File: config.mk
export PLATFORM = sky130hd
export DESIGN_NAME = frv_mem_arbiter_flat
export DESIGN_NICKNAME = d
export VERILOG_FILES = /design/src/rtl/frv_mem_if.sv /design/src/rtl/frv_mem_arbiter.sv /design/src/flat_wrapper.sv
export SDC_FILE = /design/constraint.sdc
export NUM_CORES = 1
export LEC_CHECK = 0
export CAP_MARGIN = 20
export CORE_AREA = 10 10 116 118
export DETAILED_ROUTE_END_ITERATION = 7
export DIE_AREA = 0 0 126 128
export GPL_TIMING_DRIVEN = 0
export PLACE_DENSITY = 0.67
export SLEW_MARGIN = 15
export SYNTH_ARGS = -nofsm -noshare
export SYNTH_HDL_FRONTEND = slang
export SYNTH_SLANG_ARGS = --single-unit
File: constraint.sdc
create_clock -name clock -period 2.9 [get_ports clock]
set_clock_uncertainty 0.05 [all_clocks]
set_input_delay 0.435 -clock clock [delete_from_list [all_inputs] [get_ports clock]]
set_output_delay 0.435 -clock clock [all_outputs]
set_load 0.02 [all_outputs]
File: src/rtl/frv_mem_if.sv
// frv_mem_if: req/gnt request phase plus recv/ack response phase for one memory port
interface frv_mem_if #(parameter int XLEN = 32);
  logic req, wen, gnt, recv, ack, error;
  logic [3:0] strb;
  logic [XLEN-1:0] wdata, addr, rdata;
  modport master(output req, wen, strb, wdata, addr, ack, input gnt, recv, error, rdata);
  modport slave(input req, wen, strb, wdata, addr, ack, output gnt, recv, error, rdata);
endinterface

File: src/rtl/frv_mem_arbiter.sv
// frv_mem_arbiter: shares one memory port between imem and dmem, routing responses in issue order
module frv_mem_arbiter #(
  parameter int XLEN = 32,
  parameter int MAX_OUTSTANDING = 2,
  parameter bit ROUND_ROBIN = 1
)(
  input  logic clock,
  input  logic reset,
  frv_mem_if.slave imem,
  frv_mem_if.slave dmem,
  frv_mem_if.master mem,
  output logic [$clog2(MAX_OUTSTANDING+1)-1:0] outstanding,
  output logic err_spurious
);
  localparam int CW = $clog2(MAX_OUTSTANDING+1);
  localparam int PW = MAX_OUTSTANDING > 1 ? $clog2(MAX_OUTSTANDING) : 1;
  typedef enum logic [1:0] {FREE, HOLD_D, HOLD_I} lock_t;
  lock_t lock;
  logic rr_last, sel, sel_req, full, empty, accept, pop, head;
  logic [MAX_OUTSTANDING-1:0] ids;
  logic [PW-1:0] wp, rp;
  function automatic logic [PW-1:0] nxt(input logic [PW-1:0] p);
    return p == PW'(MAX_OUTSTANDING-1) ? '0 : p + 1'b1;
  endfunction
  // ID 1 = imem, 0 = dmem; a held lock overrides arbitration until the handshake completes
  always_comb begin
    sel = lock == HOLD_I ? 1'b1 : lock == HOLD_D ? 1'b0 :
          (imem.req && dmem.req) ? (ROUND_ROBIN ? !rr_last : 1'b0) : imem.req;
    sel_req = sel ? imem.req : dmem.req;
    full = outstanding == CW'(MAX_OUTSTANDING);
    empty = outstanding == '0;
    head = ids[rp];
    accept = mem.req && mem.gnt;
    pop = mem.recv && mem.ack;
  end
  assign mem.req = !reset && sel_req && !full;
  assign mem.wen = sel ? imem.wen : dmem.wen;
  assign mem.strb = sel ? imem.strb : dmem.strb;
  assign mem.wdata = sel ? imem.wdata : dmem.wdata;
  assign mem.addr = sel ? imem.addr : dmem.addr;
  assign mem.ack = !reset && !empty && (head ? imem.ack : dmem.ack);
  assign imem.gnt = accept && sel;
  assign dmem.gnt = accept && !sel;
  assign imem.recv = !reset && !empty && head && mem.recv;
  assign dmem.recv = !reset && !empty && !head && mem.recv;
  assign imem.rdata = mem.rdata;
  assign dmem.rdata = mem.rdata;
  assign imem.error = mem.error;
  assign dmem.error = mem.error;
  always_ff @(posedge clock) begin
    if (reset) begin
      lock <= FREE;
      rr_last <= 1'b1;
      ids <= '0;
      wp <= '0;
      rp <= '0;
      outstanding <= '0;
      err_spurious <= 1'b0;
    end else begin
      lock <= (mem.req && !mem.gnt) ? (sel ? HOLD_I : HOLD_D) : FREE;
      if (accept) begin
        ids[wp] <= sel;
        wp <= nxt(wp);
        rr_last <= sel;
      end
      if (pop) rp <= nxt(rp);
      outstanding <= outstanding + CW'(accept) - CW'(pop);
      if (mem.recv && empty) err_spurious <= 1'b1;
    end
  end
endmodule

File: src/flat_wrapper.sv
// flat-port wrapper written by rule: the top's interface ports become plain ports
module frv_mem_arbiter_flat 
#(
  parameter int XLEN = 32,
  parameter int MAX_OUTSTANDING = 2,
  parameter bit ROUND_ROBIN = 1
)
  (clock, reset, outstanding, err_spurious, imem_req, imem_wen, imem_strb, imem_wdata, imem_addr, imem_ack, imem_gnt, imem_recv, imem_error, imem_rdata, dmem_req, dmem_wen, dmem_strb, dmem_wdata, dmem_addr, dmem_ack, dmem_gnt, dmem_recv, dmem_error, dmem_rdata, mem_req, mem_wen, mem_strb, mem_wdata, mem_addr, mem_ack, mem_gnt, mem_recv, mem_error, mem_rdata);
  frv_mem_if #(.XLEN(XLEN)) imem_i ();
  frv_mem_if #(.XLEN(XLEN)) dmem_i ();
  frv_mem_if #(.XLEN(XLEN)) mem_i ();
  input  logic clock;
  input  logic reset;
  output logic [$clog2(MAX_OUTSTANDING+1)-1:0] outstanding;
  output logic err_spurious;
  input wire logic [$bits(imem_i.req)-1:0] imem_req;
  input wire logic [$bits(imem_i.wen)-1:0] imem_wen;
  input wire logic [$bits(imem_i.strb)-1:0] imem_strb;
  input wire logic [$bits(imem_i.wdata)-1:0] imem_wdata;
  input wire logic [$bits(imem_i.addr)-1:0] imem_addr;
  input wire logic [$bits(imem_i.ack)-1:0] imem_ack;
  output wire logic [$bits(imem_i.gnt)-1:0] imem_gnt;
  output wire logic [$bits(imem_i.recv)-1:0] imem_recv;
  output wire logic [$bits(imem_i.error)-1:0] imem_error;
  output wire logic [$bits(imem_i.rdata)-1:0] imem_rdata;
  input wire logic [$bits(dmem_i.req)-1:0] dmem_req;
  input wire logic [$bits(dmem_i.wen)-1:0] dmem_wen;
  input wire logic [$bits(dmem_i.strb)-1:0] dmem_strb;
  input wire logic [$bits(dmem_i.wdata)-1:0] dmem_wdata;
  input wire logic [$bits(dmem_i.addr)-1:0] dmem_addr;
  input wire logic [$bits(dmem_i.ack)-1:0] dmem_ack;
  output wire logic [$bits(dmem_i.gnt)-1:0] dmem_gnt;
  output wire logic [$bits(dmem_i.recv)-1:0] dmem_recv;
  output wire logic [$bits(dmem_i.error)-1:0] dmem_error;
  output wire logic [$bits(dmem_i.rdata)-1:0] dmem_rdata;
  output wire logic [$bits(mem_i.req)-1:0] mem_req;
  output wire logic [$bits(mem_i.wen)-1:0] mem_wen;
  output wire logic [$bits(mem_i.strb)-1:0] mem_strb;
  output wire logic [$bits(mem_i.wdata)-1:0] mem_wdata;
  output wire logic [$bits(mem_i.addr)-1:0] mem_addr;
  output wire logic [$bits(mem_i.ack)-1:0] mem_ack;
  input wire logic [$bits(mem_i.gnt)-1:0] mem_gnt;
  input wire logic [$bits(mem_i.recv)-1:0] mem_recv;
  input wire logic [$bits(mem_i.error)-1:0] mem_error;
  input wire logic [$bits(mem_i.rdata)-1:0] mem_rdata;
  assign imem_i.req = imem_req;
  assign imem_i.wen = imem_wen;
  assign imem_i.strb = imem_strb;
  assign imem_i.wdata = imem_wdata;
  assign imem_i.addr = imem_addr;
  assign imem_i.ack = imem_ack;
  assign imem_gnt = imem_i.gnt;
  assign imem_recv = imem_i.recv;
  assign imem_error = imem_i.error;
  assign imem_rdata = imem_i.rdata;
  assign dmem_i.req = dmem_req;
  assign dmem_i.wen = dmem_wen;
  assign dmem_i.strb = dmem_strb;
  assign dmem_i.wdata = dmem_wdata;
  assign dmem_i.addr = dmem_addr;
  assign dmem_i.ack = dmem_ack;
  assign dmem_gnt = dmem_i.gnt;
  assign dmem_recv = dmem_i.recv;
  assign dmem_error = dmem_i.error;
  assign dmem_rdata = dmem_i.rdata;
  assign mem_req = mem_i.req;
  assign mem_wen = mem_i.wen;
  assign mem_strb = mem_i.strb;
  assign mem_wdata = mem_i.wdata;
  assign mem_addr = mem_i.addr;
  assign mem_ack = mem_i.ack;
  assign mem_i.gnt = mem_gnt;
  assign mem_i.recv = mem_recv;
  assign mem_i.error = mem_error;
  assign mem_i.rdata = mem_rdata;
  frv_mem_arbiter #(.XLEN(XLEN), .MAX_OUTSTANDING(MAX_OUTSTANDING), .ROUND_ROBIN(ROUND_ROBIN)) u_core (.clock(clock), .reset(reset), .imem(imem_i), .dmem(dmem_i), .mem(mem_i), .outstanding(outstanding), .err_spurious(err_spurious));
endmodule
== After elaboration in Yosys (flattened, before gate mapping) ==
Cells that the tools add are included.

* Register bits: 10
* Input port bits: 179
* Output and inout bits: 144

* Add/sub/neg operators: 4
* $lt $le $gt $ge: 3
* Eq/ne operators: 3
* Multiplexer cells: 17
* Bitwise operators: 1
* Reductions and logical operators: 25

{| class="wikitable"
|+ Operator list
! operator !! number
|-
| 32-bit 2-to-1 mux || 2
|-
| 1-bit logical AND || 16
|-
| 1-bit 2-to-1 mux || 11
|-
| 1-bit logical NOT || 7
|-
| 2-bit == test (second input constant) || 2
|-
| 1-bit by 2-bit less-than comparator with 1-bit output (second input constant) || 2
|-
| 4-bit 2-to-1 mux || 1
|-
| 1-bit adder (second input constant) || 2
|-
| 2-bit by 1-bit adder with 2-bit output || 1
|-
| 2-bit bitwise mux || 1
|-
| 2-bit by 1-bit == test with 1-bit output (second input constant) || 1
|-
| 2-bit logical NOT || 1
|-
| 2-bit 2-to-1 mux || 1
|-
| 2-bit OR reduction || 1
|-
| 2-bit by 1-bit subtractor with 2-bit output || 1
|-
| 1-bit demux with 1-bit select || 1
|-
| 1-bit greater-or-equal comparator (second input constant) || 1
|-
| 1-bit inverter || 1
|}

== Longest topological paths before layout ==
Gate-level depths: netlist of run 1.

* Depth after elaboration: 10
* Depth in mapped cells: 7
* Mapped depth without buffers: 7

== Worst setup path before layout of run 1 ==
OpenSTA, ideal clock, no wires.

* Kind: in2out
* Start: input imem_req
* End: output mem_addr[0]
* Arrival time: 1.561 ns
* Path slack: 0.854 ns
* Stages: 5
* Path buffers: 2
* Cell sequence: a21bo_1 > a21boi_1 > buf_2 > buf_4 > mux2_1

* Longest elaborated chain between the ends: 5

{| class="wikitable"
|+ Ends and longest elaborated chain
! element !! line !! RTL
|-
| start: declaration || flat_wrapper.sv:16 || <nowiki>input wire logic [$bits(imem_i.req)-1:0] imem_req;</nowiki>
|-
| 1-bit logical AND || frv_mem_arbiter.sv:28 || <nowiki>(imem.req && dmem.req) ? (ROUND_ROBIN ? !rr_last : 1'b0) : imem.req;</nowiki>
|-
| 1-bit 2-to-1 mux * || frv_mem_arbiter.sv:28 ||
|-
| 1-bit 2-to-1 mux * (2 in a row) || frv_mem_arbiter.sv:27 || <nowiki>sel = lock == HOLD_I ? 1'b1 : lock == HOLD_D ? 1'b0 :</nowiki>
|-
| 32-bit 2-to-1 mux * || frv_mem_arbiter.sv:40 || <nowiki>assign mem.addr = sel ? imem.addr : dmem.addr;</nowiki>
|-
| end: declaration || flat_wrapper.sv:40 || <nowiki>output wire logic [$bits(mem_i.addr)-1:0] mem_addr;</nowiki>
|}

Every way passes the cells marked *; elsewhere a longest branch is shown, timed or not.

== Worst setup path in the final report of run 1 ==
* Start: input imem_req
* End: output mem_wdata[10]

* Longest elaborated chain between the ends: 5

{| class="wikitable"
|+ Ends and longest elaborated chain
! element !! line !! RTL
|-
| 1-bit logical AND || frv_mem_arbiter.sv:28 ||
|-
| 1-bit 2-to-1 mux * || frv_mem_arbiter.sv:28 ||
|-
| 1-bit 2-to-1 mux * (2 in a row) || frv_mem_arbiter.sv:27 ||
|-
| 32-bit 2-to-1 mux * || frv_mem_arbiter.sv:39 || <nowiki>assign mem.wdata = sel ? imem.wdata : dmem.wdata;</nowiki>
|-
| end: declaration || flat_wrapper.sv:39 || <nowiki>output wire logic [$bits(mem_i.wdata)-1:0] mem_wdata;</nowiki>
|}

Marks and branches as above.

==> metrics.log, run 1 <==
INFO  metric run_status = finished, final reports clean
INFO  metric postRouteWirelength = 12.8 mm
INFO  metric netlist-cell-type-count = 28
INFO  metric post_synth_inst_count = 206
INFO  metric tritoncts = built
INFO  metric cellLeakagePower = 2.13 nW
INFO  metric wl_per_cell = 19.8 microns
INFO  metric core_area = 0.0112 sq mm
INFO  metric io_pins = 323
INFO  metric powerDensity = 277 mW/mm^2
INFO  metric critPathMostFrequentCell = buf_6
INFO  metric syn_area_per_cell = 9.13 sq um
INFO  metric clk_transition_reported_paths = 40 ps
INFO  metric synthesis.area = 0.00188 sq mm
INFO  metric p_sw_share = 37.1%
INFO  metric fin_util = 43.4%
INFO  metric antenna_left = 0
INFO  metric period_minus_slack = 2840 ps
INFO  metric reg2regPathDepth = 7
INFO  metric htree_levels = 1
INFO  metric ys_warn_count = 0
INFO  metric buffer_ports.inserted = 289
INFO  metric post_drt_via_cell_ratio = 3.88
INFO  metric met3RoutedLength = 1.22 mm
INFO  metric grt_setup_unrepaired = true
INFO  metric hold_path_end = u_core.rr_last
INFO  metric worst_slew_margin_rel = 73.2%
INFO  metric floorplan.rows = 39
INFO  metric worstPathMaxFanout = 10
INFO  metric groute.usage.overall = 14.3%
INFO  metric die_w = 126 microns
INFO  metric n_antenna_cell = 0
INFO  metric post-route-drc-count = 0
INFO  metric slowest_delay = 500 ps
INFO  metric cpMaxStageDelayCell = clkdlybuf4s50_1
INFO  metric critical_path.startpoint_type = input port
INFO  metric pin_count_of_the_biggest_net_entering_global_routing = 11
INFO  metric finalCritPeriodShare = 98.0%
INFO  metric routabilityCongestion = 0.806
INFO  metric synth_top_cells_by_area = mux2_1 (42%), buf_4 (29%), dfxtp_1 (11%)
INFO  metric cellInternalPower = 0.849 mW
INFO  metric max_freq = 352 MHz
INFO  metric antenna_found_initial = 0
INFO  metric ctsRootBufferMaster = clkbuf_16
INFO  metric final_nets = 687
INFO  metric worst-endpoint-required = 2410 ps
INFO  metric power.total = 1.35 mW
INFO  metric max_cap_viol_count = 0
INFO  metric met2_length = 6.94 mm
INFO  metric routedLengthMet1 = 4.49 mm
INFO  metric cts-buffers-inserted = 3
INFO  metric drtIter0Drc = 62
INFO  metric peakVddDrop = 0.000276 V
INFO  metric critPathCaptureType = primary output
INFO  metric path_delay_family = buffers and inverters
INFO  metric dr.max_layer_used = met4
INFO  metric hp-class = reg -> reg
INFO  metric initial_core_util = 16.8%
INFO  metric min_from = u_core.rr_last
INFO  metric synth_seq_cells = 10
INFO  metric hold-path-cell-count = 1
INFO  metric numClockSinks = 10
INFO  metric cp.arrival = 2360 ps
INFO  metric worst-r2r-setup-slack = 870 ps
INFO  metric synth.net_count = 386
INFO  metric post_route_cells_drive_above_1_share = 28.9%
INFO  metric dr.pass1.iters = 4
INFO  metric yosys.area.top_type_share = 41.9%
INFO  metric share_comb_of_total_power = 70.6%
INFO  metric filler_cell_count = 1131
INFO  metric max-clock-path-buffers = 2
INFO  metric critical_path.cell_chain = clkdlybuf4s50_1 -> a21bo_1 -> a21boi_4 -> buf_6 -> buf_6 -> mux2_1 -> clkdlybuf4s15_1
INFO  metric fraction_of_power_consumed_by_sequential_logic = 11.4%
INFO  metric dp_hpwl = 11.6 mm
INFO  metric tightest_pin_transition = 403 ps
INFO  metric net-switching-power = 0.502 mW
INFO  metric path_buf_inv = 4
INFO  metric sequential_element_share_of_the_synthesized_area = 10.6%
INFO  metric finalHoldViolations = 0
INFO  metric route.vias.total = 2514
INFO  metric die_area = 0.0161 sq mm
INFO  metric vias_in_the_first_global_route = 2773
INFO  metric finalMaxSlewViolations = 0
INFO  metric first_pass_grt_wire_length = 18.3 mm
INFO  metric number_of_endpoints_failing_setup_at_the_final_stage = 0
INFO  metric pwr-share-clk = 17.9%
INFO  metric rr_startpoint = u_core.rp
INFO  metric grt-ovfl-total = 0
INFO  metric synth_top_cell_by_area = mux2_1
INFO  metric vertical_die_dimension = 128 microns
INFO  metric r2r_end = u_core.outstanding[1]
INFO  metric crit_type = in -> out
INFO  metric worst_skew_pair.late_latency = 240 ps
INFO  metric area_growth_syn_to_layout = 159%
[state kept, by name (all words and copies together), names as in the netlist]
name                 flops
u_core.err_spurious      1
u_core.ids               2
u_core.rr_last           1
u_core.rp                1
u_core.outstanding       2
u_core.wp                1
u_core.lock              2
[power by group through the flow]
stage               sequential [mW]  clock, mW  combinational [mW]
finish                        0.154      0.242               0.954
global route                  0.156      0.250                1.01
CTS                           0.154      0.243               0.969
detailed placement            0.156          0                1.02
global placement              0.156          0                1.01
floorplan                     0.160          0               0.456
[metal layers]
layer	vias up	GRT usage [%]
met5	-	0
met4	0	2.81
met3	13	5.29
met2	136	27.8
met1	1119	14.1
li1	1246	-
[worst max path at each step]
stage,to,slack [ps],depth (start not counted),startpoint
3_3_place_gp,mem_wdata[17],-500,7,imem_req
6_report,mem_wdata[10],60,7,imem_req
4_1_cts,mem_addr[21],-50,7,imem_req
3_5_place_dp,mem_wdata[17],-480,7,imem_req
2_1_floorplan,mem_addr[0],850,5,imem_req
5_1_grt,mem_wdata[10],-30,7,imem_req
[cells in the mapped netlist]
cell,number
nand3_1,4
nor3_1,2
o21ai_0,3
and3_4,2
a211o_1,1
a2bb2oi_2,1
nor2_1,7
a21boi_1,1
nor3b_1,1
mux2_1,70
nand4b_1,1
buf_2,2
or3b_4,1
o2bb2ai_1,1
ha_1,1
nand2_1,1
nor2b_1,2
buf_4,72
nand2b_1,6
clkbuf_1,1
a21bo_1,1
or3_1,2
xnor2_1,1
or3b_1,1
dfxtp_1,10
mux2i_1,4
a21oi_1,4
inv_1,3
[cells by family (layout without fill, tap and decap cells)]
family / Yosys count / count (layout) / share of synthesized area, %
muxes: 74 / 74 / 44.0
and+or+nand+nor: 30 / 30 / 9.64
xor gates and xnor gates: 1 / 1 / 0.466
AOI/OAI and AO/OA: 12 / 12 / 4.52
adders and majority gates: 1 / 1 / 0.665
buffers and inverters: 78 / 377 / 30.1
DFF: 10 / 10 / 10.6
[through the flow]
step	setup slack (ps)	cell area (sq um)	cells	hold WS (ps)	setup TNS [ps]
2_1_floorplan	854	1880	206	387	0
3_3_place_gp	-501	4950	638	401	-28700
3_5_place_dp	-480	4950	638	412	-27930
4_1_cts	-49.7	5000	642	422	-751
5_1_grt	-33.3	4880	648	448	-35.1
6_report	58.4	4880	648	415	0
[cells in the final DEF (no fill, tap or decap), types with 3 or more instances in the layout]
master           synthesis  routed
mux2i_1                  4       4
buf_4                   72      73
clkdlybuf4s15_1          0      10
clkdlybuf4s15_2          0       5
clkbuf_16                0       3
clkdlybuf4s50_1          0     218
nor2_1                   7       7
clkbuf_2                 0      49
buf_2                    2       3
nand3_1                  4       4
o21ai_0                  3       3
mux2_1                  70      70
inv_1                    3       3
dfxtp_1                 10      10
buf_6                    0       8
a21oi_1                  4       4
nand2b_1                 6       6
[area by class of cell]
cell class / count / area, sq um / share of cell area [%]
repair buffers: 296 / 2700 / 55.3
multi-input cells: 118 / 1130 / 23.1
plain buffers: 75 / 586 / 12.0
flip-flops and latches: 10 / 200 / 4.11
well taps: 143 / 179 / 3.67
clock buffers: 3 / 75.1 / 1.54
inverters: 3 / 11.3 / 0.231
[repair_timing]
action | in CTS | in global routing
resized for setup | 101 | 111
hold buffers | 0 | 0
setup buffers | 1 | 5
setup endpoints to repair | 71 | 59
cloned | 0 | 1
(Power assumes the default switching activity.)
==> run 2: changes to the inputs <==
- ABC_CLOCK_PERIOD_IN_PS: unset -> 2900
==> results of run 2 <==
Final layout, timing and power as in run 1 (identical DEF).
==> run 3: changes to the inputs <==
- ABC_CLOCK_PERIOD_IN_PS: 2900 -> unset
- CAP_MARGIN: 20 -> 30
- CORE_AREA: 10 10 116 118 -> 2 2 125 127
- DIE_AREA: 0 0 126 128 -> 0 0 127 129
- PLACE_DENSITY: 0.67 -> 0.53
==> run 3 against run 2 <==
- sequential share of layout area down 0.10 points
- critical path type unchanged
- setup slack improved by 130 ps
- critical path depth shrank 1
- cell area rose by 2.6%
- global-route usage is 2.6 points lower
- via count increased by 1.8%
- sequential power about the same
- clock-buffer cell count is 1 higher
==> metrics.log, run 3 (synthesized netlist as in run 1, its figures left out) <==
INFO  metric run_status = finished, final reports clean (unchanged)
INFO  metric vias_in_the_first_global_route = 2645 (was 2773)
INFO  metric io_pins = 323 (unchanged)
INFO  metric layout.cells.most_common = clkdlybuf4s50_1 (unchanged)
INFO  metric grt_setup_unrepaired = false (was true)
INFO  metric worst-endpoint-required = 2410 ps (about the same)
INFO  metric slowest_delay = 620 ps (was 500 ps)
INFO  metric max-clock-path-buffers = 2 (unchanged)
INFO  metric wl_per_cell = 15.4 microns (was 19.8 microns)
INFO  metric numClockSinks = 10 (unchanged)
INFO  metric tritoncts = built (unchanged)
INFO  metric crit_type = in -> out (unchanged)
INFO  metric antenna_left = 0 (unchanged)
INFO  metric preCtsSetupSlack = -486 ps (was -480 ps)
INFO  metric hold_ws = 417 ps (was 415 ps)
INFO  metric area_growth_syn_to_layout = 166% (was 159%)
INFO  metric drtIter0Drc = 48 (was 62)
INFO  metric finalCritPeriodShare = 93.6% (was 98.0%)
INFO  metric buffer_ports.inserted = 289 (unchanged)
INFO  metric ctsRootBufferMaster = clkbuf_16 (unchanged)
INFO  metric antenna_found_initial = 1 (was 0)
INFO  metric cpMaxStageDelayCell = clkdlybuf4s50_1 (unchanged)
INFO  metric post-route-drc-count = 0 (unchanged)
INFO  metric max_cap_viol_count = 0 (unchanged)
INFO  metric min_from = u_core.rr_last (unchanged)
INFO  metric area.sequential = 200 sq um (unchanged)
INFO  metric postRouteWirelength = 10.7 mm (was 12.8 mm)
INFO  metric tightest_pin_transition = 392 ps (was 403 ps)
INFO  metric max_freq = 369 MHz (was 352 MHz)
INFO  metric critPathCaptureType = primary output (unchanged)
INFO  metric hp-class = reg -> reg (unchanged)
INFO  metric worst_skew_pair.late_latency = 230 ps (was 240 ps)
INFO  metric worst_slew_margin_rel = 73.9% (was 73.2%)
INFO  metric critical_path.startpoint_type = input port (unchanged)
INFO  metric top_regs = u_core.ids: 2 flops, u_core.lock: 2 flops, u_core.outstanding: 2 flops (unchanged)
INFO  metric pin_count_of_the_biggest_net_entering_global_routing = 11 (unchanged)
INFO  metric final_nets = 684 (was 687)
INFO  metric filler_cell_count = 1574 (was 1131)
INFO  metric rr_startpoint = u_core.rp (unchanged)
INFO  metric htree_levels = 1 (unchanged)
INFO  metric cts-buffers-inserted = 3 (unchanged)
INFO  metric finalMaxSlewViolations = 0 (unchanged)
INFO  metric die_area = 0.0164 sq mm (was 0.0161 sq mm)
INFO  metric critPathMostFrequentCell = clkdlybuf4s50_1 (was buf_6)
INFO  metric initial_core_util = 12.6% (was 16.8%)
INFO  metric vertical_die_dimension = 129 microns (was 128 microns)
INFO  metric dr.pass1.iters = 4 (unchanged)
INFO  metric grt-ovfl-total = 0 (unchanged)
INFO  metric powerDensity = 274 mW/mm^2 (was 277 mW/mm^2)
INFO  metric first_pass_grt_wire_length = 14.9 mm (was 18.3 mm)
INFO  metric route.vias.total = 2558 (was 2514)
INFO  metric post-route-worst-setup-slack = 187 ps (was 58.4 ps)
INFO  metric finalHoldViolations = 0 (unchanged)
INFO  metric routabilityCongestion = 0.760 (was 0.806)
INFO  metric critical_path.startpoint = mem_gnt (was imem_req)
INFO  metric core_area = 0.0150 sq mm (was 0.0112 sq mm)
INFO  metric number_of_endpoints_failing_setup_at_the_final_stage = 0 (unchanged)
INFO  metric clk_transition_reported_paths = 40 ps (about the same)
INFO  metric floorplan.rows = 45 (was 39)
INFO  metric worst-r2r-setup-slack = 880 ps (was 870 ps)
INFO  metric post_route_cells_drive_above_1_share = 25.6% (was 28.9%)
INFO  metric groute.usage.overall = 11.7% (was 14.3%)
INFO  metric multi_input_gate_area_in_the_final_layout = 0.00112 sq mm (was 0.00113 sq mm)
INFO  metric critical_path.cell_chain = clkdlybuf4s50_1 -> nor2b_1 -> and3_4 -> nand2_1 -> nor2_1 -> clkdlybuf4s50_1 (was clkdlybuf4s50_1 -> a21bo_1 -> a21boi_4 -> buf_6 -> buf_6 -> mux2_1 -> clkdlybuf4s15_1)
INFO  metric die_w = 127 microns (was 126 microns)
INFO  metric most-common-layout-cells = clkdlybuf4s50_1 (217), mux2_1 (70), buf_4 (70) (was clkdlybuf4s50_1 (218), buf_4 (73), mux2_1 (70))
INFO  metric period_minus_slack = 2710 ps (was 2840 ps)
INFO  metric cp.arrival = 2230 ps (was 2360 ps)
INFO  metric dp_hpwl = 9.54 mm (was 11.6 mm)
INFO  metric peakVddDrop = 0.000218 V (was 0.000276 V)
INFO  metric cellLeakagePower = 2.13 nW (about the same)
INFO  metric post_drt_via_cell_ratio = 3.70 (was 3.88)
INFO  metric worstPathMaxFanout = 5 (was 10)
run 3: worst max-delay path: cells and delay by family:
| kind | cells | cell delay, ps |
|---|---|---|
| and+or+nand+nor | 4 | 660 |
| buffers and inverters | 2 | 1130 |
run 3: final timing paths:
kind                            to  cells after the start
max                       dmem_gnt                      6
max reg2reg  u_core.outstanding[1]                      7
min                 u_core.rr_last                      1
min reg2reg         u_core.rr_last                      1
run 3: cell type report:
class | count | area share (%)
repair buffers | 293 | 55.0
multi-input cells | 118 | 22.4
plain buffers | 75 | 11.9
well taps | 188 | 4.70
flip-flops and latches | 10 | 4.00
clock buffers | 4 | 1.78
inverters | 3 | 0.225
diodes | 1 | 0.0500
run 3: timing repair:
action,in CTS,in global routing
pin swaps,0,1
setup endpoints to repair,71,57
buffers inserted,1,2
cloned,1,0
resized for setup,133,52
hold buffers,0,0
run 3: stage by stage:
stage	std cells	cell area, sq um	total power, mW	utilization [%]	TNS [ps]
2_1_floorplan	206	1880	0.617	-	0
3_3_place_gp	683	5010	1.17	33.5	-24060
3_5_place_dp	683	5010	1.17	33.5	-25070
4_1_cts	689	5120	1.41	34.2	-2.39
5_1_grt	692	5000	1.45	33.4	0
6_report	692	5000	1.37	33.4	0
run 3: routing by layer:
layer | vias up | GRT usage, % | share of wire [%]
met5 | - | 0 | 0
met4 | 0 | 1.42 | 0.075
met3 | 2 | 4.53 | 11
met2 | 149 | 23.0 | 54
met1 | 1161 | 12.2 | 35
li1 | 1246 | - | -
run 3: report_power, final:
part,total [mW],switching (mW),leakage (nW),internal [mW]
Clock,0.268,0.0614,0.0442,0.207
Combinational,0.945,0.418,2.00,0.527
Sequential,0.155,0.00777,0.0817,0.148
